**src/rtl/food_controller.sv**
```systemverilog
// Food placement sequencer for the snake game: draws random candidates, rejects
// out-of-field or on-body positions by scanning body RAM, then tracks eating and score.
module food_controller #(
    parameter int          MAX_LEN    = 32,
    parameter int          ADDR_W     = 5,
    parameter int          MAX_TRIES  = 8,
    parameter int          X_MIN      = 10,
    parameter int          X_MAX      = 620,
    parameter int          Y_MIN      = 10,
    parameter int          Y_MAX      = 460,
    parameter logic [15:0] SCORE_INIT = 16'h0000
) (
    input  logic              CLOCK_50,
    input  logic              reset,
    input  logic              move_tick,
    input  logic [9:0]        head_x,
    input  logic [8:0]        head_y,
    input  logic [ADDR_W:0]   snake_len,
    output logic [ADDR_W-1:0] body_addr,
    input  logic [9:0]        body_x,
    input  logic [8:0]        body_y,
    input  logic [9:0]        rand_x,
    input  logic [8:0]        rand_y,
    output logic [9:0]        food_x,
    output logic [8:0]        food_y,
    output logic              food_valid,
    output logic              eaten,
    output logic [15:0]       score,
    output logic              gen_fail
);
    localparam int               TRY_W   = $clog2(MAX_TRIES + 1);
    localparam logic [ADDR_W:0]  LEN_MAX = (ADDR_W + 1)'(MAX_LEN);
    localparam logic [TRY_W-1:0] TRY_MAX = TRY_W'(MAX_TRIES);
    localparam logic [9:0]       XLO     = 10'(X_MIN);
    localparam logic [9:0]       XHI     = 10'(X_MAX);
    localparam logic [8:0]       YLO     = 9'(Y_MIN);
    localparam logic [8:0]       YHI     = 9'(Y_MAX);

    typedef enum logic [1:0] {SPAWN, CHECK, PLACED} state_t;

    state_t            state_q, state_d;
    logic [9:0]        cand_x_q, cand_x_d;
    logic [8:0]        cand_y_q, cand_y_d;
    logic [ADDR_W:0]   len_q, len_d;
    logic [ADDR_W:0]   idx_q, idx_d;
    logic [ADDR_W-1:0] addr_q, addr_d;
    logic [TRY_W-1:0]  tries_q, tries_d;
    logic [9:0]        food_x_q, food_x_d;
    logic [8:0]        food_y_q, food_y_d;
    logic              food_valid_q, food_valid_d;
    logic [15:0]       score_q, score_d;
    logic              gen_fail_q, gen_fail_d;
    logic              reject, done;

    function automatic logic in_field(input logic [9:0] x, input logic [8:0] y);
        return (x >= XLO) && (x <= XHI) && (y >= YLO) && (y <= YHI);
    endfunction

    function automatic logic [15:0] score_sat_inc(input logic [15:0] s);
        return (s == 16'hFFFF) ? s : s + 16'd1;
    endfunction

    function automatic logic [TRY_W-1:0] try_inc(input logic [TRY_W-1:0] t);
        return (t == TRY_MAX) ? t : t + 1'b1;
    endfunction

    always_comb begin
        state_d      = state_q;
        cand_x_d     = cand_x_q;
        cand_y_d     = cand_y_q;
        len_d        = len_q;
        idx_d        = idx_q;
        addr_d       = addr_q;
        tries_d      = tries_q;
        food_x_d     = food_x_q;
        food_y_d     = food_y_q;
        food_valid_d = food_valid_q;
        score_d      = score_q;
        gen_fail_d   = gen_fail_q;
        eaten        = 1'b0;
        reject       = 1'b0;
        done         = 1'b0;
        unique case (state_q)
            SPAWN: begin
                cand_x_d = rand_x;
                cand_y_d = rand_y;
                len_d    = (snake_len > LEN_MAX) ? LEN_MAX : snake_len;
                idx_d    = '0;
                addr_d   = '0;
                state_d  = CHECK;
            end
            CHECK: begin
                addr_d = addr_q + 1'b1;
                idx_d  = idx_q + 1'b1;
                // idx 0 is the range check; idx i>0 sees RAM data for entry i-1
                if (idx_q == '0) begin
                    reject = !in_field(cand_x_q, cand_y_q);
                    done   = (len_q == '0);
                end else begin
                    reject = (body_x == cand_x_q) && (body_y == cand_y_q);
                    done   = (idx_q == len_q);
                end
                if (reject) begin
                    tries_d = try_inc(tries_q);
                    if (tries_d == TRY_MAX) gen_fail_d = 1'b1;
                    state_d = SPAWN;
                end else if (done) begin
                    food_x_d     = cand_x_q;
                    food_y_d     = cand_y_q;
                    food_valid_d = 1'b1;
                    gen_fail_d   = 1'b0;
                    tries_d      = '0;
                    state_d      = PLACED;
                end
            end
            PLACED: begin
                if (move_tick && (head_x == food_x_q) && (head_y == food_y_q)) begin
                    eaten        = 1'b1;
                    score_d      = score_sat_inc(score_q);
                    food_valid_d = 1'b0;
                    state_d      = SPAWN;
                end
            end
            default: state_d = SPAWN;
        endcase
    end

    always_ff @(posedge CLOCK_50 or posedge reset) begin
        if (reset) begin
            state_q      <= SPAWN;
            idx_q        <= '0;
            addr_q       <= '0;
            tries_q      <= '0;
            food_x_q     <= 10'd320;
            food_y_q     <= 9'd240;
            food_valid_q <= 1'b0;
            score_q      <= SCORE_INIT;
            gen_fail_q   <= 1'b0;
        end else begin
            state_q      <= state_d;
            idx_q        <= idx_d;
            addr_q       <= addr_d;
            tries_q      <= tries_d;
            food_x_q     <= food_x_d;
            food_y_q     <= food_y_d;
            food_valid_q <= food_valid_d;
            score_q      <= score_d;
            gen_fail_q   <= gen_fail_d;
        end
    end

    // Candidate and scan length are only consumed after SPAWN reloads them.
    always_ff @(posedge CLOCK_50) begin
        cand_x_q <= cand_x_d;
        cand_y_q <= cand_y_d;
        len_q    <= len_d;
    end

    assign body_addr  = addr_q;
    assign food_x     = food_x_q;
    assign food_y     = food_y_q;
    assign food_valid = food_valid_q;
    assign score      = score_q;
    assign gen_fail   = gen_fail_q;

endmodule
```
**config.mk**
```make
export PLATFORM = sky130hd
export DESIGN_NAME = food_controller
export DESIGN_NICKNAME = d
export VERILOG_FILES = /design/src/rtl/food_controller.sv
export SDC_FILE = /design/constraint.sdc
export NUM_CORES = 1
export LEC_CHECK = 0
export BUFFER_PORTS_ARGS = -buffer_cell sky130_fd_sc_hd__buf_4
export CAP_MARGIN = 20
export CORE_MARGIN = 1.5
export CORE_UTILIZATION = 43
export DETAILED_ROUTE_END_ITERATION = 10
export PLACE_DENSITY = 0.76
export REMOVE_ABC_BUFFERS = 1
export SLEW_MARGIN = 20
export SYNTH_ARGS = -nofsm -noshare
export SYNTH_HDL_FRONTEND = slang
export SYNTH_SLANG_ARGS = --single-unit
```
**constraint.sdc**
```tcl
create_clock -name CLOCK_50 -period 2.3 [get_ports CLOCK_50]
set_input_delay 0.46 -clock CLOCK_50 [delete_from_list [all_inputs] [get_ports CLOCK_50]]
set_output_delay 0.46 -clock CLOCK_50 [all_outputs]
set_load 0.05 [all_outputs]
```
==> key figures <==
Run status
  – Status: finished, violations left
  – Failing checks: DRC, setup timing

Finish
  – Antenna cells: 0
  – Final non-filler cell area: 5530 sq um
  – Non-filler instance count after layout: 584
  – Net count, final: 543
  – Layout cells sized above 1: 43.9%
  – FILL cells: 643
  – Area Growth Syn to Fin: 40.7%
  – Final design utilization: 62.8%

Yosys
  – Share of the synthesized area in the top cell type: 30.6%
  – Seq/Total Area, Yosys: 53.7%
  – Post-Syn Area: 3930 sq um
  – Post-Syn Area per Cell: 12.1 sq um
  – Ys async rst share: 68.4%
  – Synth Register Bits: 79
  – Post-synth EDFFs: 25
  – Largest area contributor in the netlist: dfrtp_1
  – Area contributors post-synth: dfrtp_1 (31%), edfxtp_1 (19%), xor2_1 (7.8%), mux2_2 (6.3%), xnor2_1 (5.6%)
  – Yosys cell types: 48
  – Ys flop type: dfrtp_1
  – Synthesis Warnings: 0
  – Post-Synthesis Cells: 326

CTS
  – Worst skew pair latency: 0.35 ns
  – Hold buffers post-CTS: 0
  – Clock-pin slew on the worst setup and hold paths: 0.08 ns
  – Cts bufs inserted: 9
  – H-Tree Depth: 3
  – CTS Root Cell: clkbuf_8
  – Longest Clk Path Bufs: 2
  – CTS tree: done
  – CTS sink cnt: 79

Timing
  – Worst-Margin Slew: 0.645 ns
  – Fin Clk Skew: 0.0114 ns
  – Final hold violations: 0
  – Worst rel slew slack: 56.9%
  – Fin crit share: 109%
  – Final min period: 2.50 ns
  – Maximum achievable frequency: 400 MHz
  – Final setup vio count: 17
  – RSZ-0062 raised after global routing: yes
  – Slew Limit Fails: 0
  – Setup WS post-layout: -0.203 ns

Placed design
  – Placed inst area: 5030 sq um
  – Worst slack, placed: -0.161 ns
  – Post-DP HPWL: 7140 um
  – Port Buffer Count: 108
  – Gpl congestion: 0.856
  – Placed cells: 559

Worst setup path
  – Register-to-register setup slack: -0.11 ns
  – CP max FO: 2
  – Worst path arrival time: 2.04 ns
  – CP Capture Type: primary output
  – Critical Path Start: food_y[5]
  – Req. time, crit path: 1.84 ns
  – CP Launch Type: flip-flop
  – Reg2reg path depth: 9
  – Crit Path Category: flip-flop to primary output
  – Worst R2R Start: idx_q[0]
  – Worst r2r dst: food_y[1]

Route
  – Drt via density: 5.25
  – Residual DRC count: 4
  – DRT iter0 DRCs: 150
  – WL per Instance: 16.8 um
  – Routed Antenna Nets: 0
  – Vias: 3068
  – DRT Wirelength: 9790 um
  – Drt pass-1 iters: 7

Global route
  – Largest net degree at the start of global routing: 32
  – GR Overflow Total: 0
  – Initial antenna violation count: 0
  – Gr usage total: 21.0%
  – First-pass GRT wire length: 15800 um
  – Number of global-route vias before repair: 3201

Floorplan
  – Rows: 34
  – Initial Util: 44.6%
  – Die Y: 98.6 um
  – Core area: 8810 sq um
  – Die area: 9720 sq um
  – Top Ports: 109
  – Die Width: 98.6 um

Power
  – Pwr per Cell Area: 1140 nW/um^2
  – Leak Pwr: 0.00254 uW
  – Worst vdd ir: 0.631 mV

Hold path
  – Worst Hold Class: input port to async pin

Job
  – Maxcap violations: 0
worst max-delay path: stages, from the launching register on:
cell and delay [ns]:
dfstp_2 0.56, xor2_1 0.08, nor4_2 0.38, nand4_1 0.22, nor3_2 0.15, buf_4 0.16
buf_8 0.14
cell families after synthesis:
family,share of synthesized area [%]
AO/OA/AOI/OAI,7.36
XOR/XNOR,13.4
adder cells (fa/ha/maj),1.91
buffers and inverters,2.10
flip-flops,53.7
multiplexers,6.59
AND/OR/NAND/NOR,15.0
synthesized netlist by cell type (3+ instances only):
cell type / number
clkbuf_1: 4
mux2_2: 22
nand2_1: 16
o21ai_0: 6
xor2_1: 35
nor4_1: 8
inv_1: 10
nand4_1: 11
o221ai_1: 3
a21o_1: 4
a22o_1: 6
edfxtp_1: 25
xnor2_1: 25
a21oi_1: 5
ha_1: 6
o211ai_1: 4
nor2b_1: 7
nand3_1: 10
dfstp_2: 6
nor2_1: 15
nor3_1: 8
dfrtp_1: 48
and4b_1: 4
and2_1: 4
a211oi_1: 4
nand2b_1: 3
layout by cell type, fill, tap and decap left out, drive strengths merged, types with 2 or more instances in the layout:
cell	count
ha	6
o21ai	6
inv	11
nand2	16
bufinv	2
nor4	8
dfrtp	48
clkinv	2
nand4	11
a31oi	2
and3	3
mux2	23
a211oi	4
nor2	15
o221ai	3
and2	4
nor2b	7
o211ai	4
a22o	6
nor3	10
nand2b	3
nand3	10
xor2	35
and4	2
a21oi	6
a21o	4
buf	142
edfxtp	25
clkbuf	11
xnor2	25
dfstp	6
and4b	4
per-layer routing:
layer | vias up | routed length [um] | GRT usage [%]
li1 | 1470 | - | -
met1 | 1469 | 4180 | 27.0
met2 | 109 | 4830 | 34.0
met3 | 20 | 480 | 3.97
met4 | 0 | 295 | 11.2
met5 | - | 0 | 0
what timing repair did:
| item | in CTS | in global routing |
|---|---|---|
| pin swaps | 5 | 6 |
| gates resized for setup | 39 | 11 |
| setup endpoints to repair | 25 | 32 |
| cloned | 1 | 0 |
| buffers inserted | 7 | 3 |
state kept, by name, indices dropped and copies added (netlist names):
name and flops:
score 16, cand_x_q 10, food_x 10, cand_y_q 9, food_y 9, idx_q 6
len_q 6, body_addr 5, tries_q 4, state_q 2, food_valid 1, gen_fail 1
power breakdown:
| group | switching, uW | internal [uW] | leakage, uW |
|---|---|---|---|
| logic | 1560 | 1220 | 0.00152 |
| clock network | 508 | 642 | 0.000114 |
| registers | 431 | 1930 | 0.000908 |
| total | 2500 | 3790 | 0.00254 |
layout make-up:
| class | instances | area, sq um | share of cell area (%) |
|---|---|---|---|
| clock buffer | 11 | 141 | 2.56 |
| clock inverter | 5 | 78.8 | 1.43 |
| inverter | 10 | 37.5 | 0.679 |
| multi-input combinational | 229 | 1910 | 34.5 |
| sequential | 79 | 2110 | 38.2 |
| tap | 108 | 135 | 2.45 |
| timing repair buffer | 142 | 1120 | 20.2 |
metrics by stage:
step / TNS [ns] / hold WS (ns) / power, uW
6_report: -1.57 / 0.201 / 6290
5_1_grt: -3.27 / 0.243 / 6660
4_1_cts: -2.10 / 0.217 / 6330
3_5_place_dp: -1.06 / 0.475 / 4930
3_3_place_gp: -0.345 / 0.474 / 4850
2_1_floorplan: -9.72 / 0.515 / 3970
how the worst max path moves through the flow:
stage                     to  slack (ns)  depth (start not counted)
global placement       eaten       -0.11                          7
detailed placement     eaten       -0.16                          7
global route           eaten       -0.28                          6
finish                 eaten       -0.20                          6
CTS                    eaten       -0.20                          6
floorplan           score[1]       -0.62                          6
Note: power is estimated with default switching activity, not from simulation.
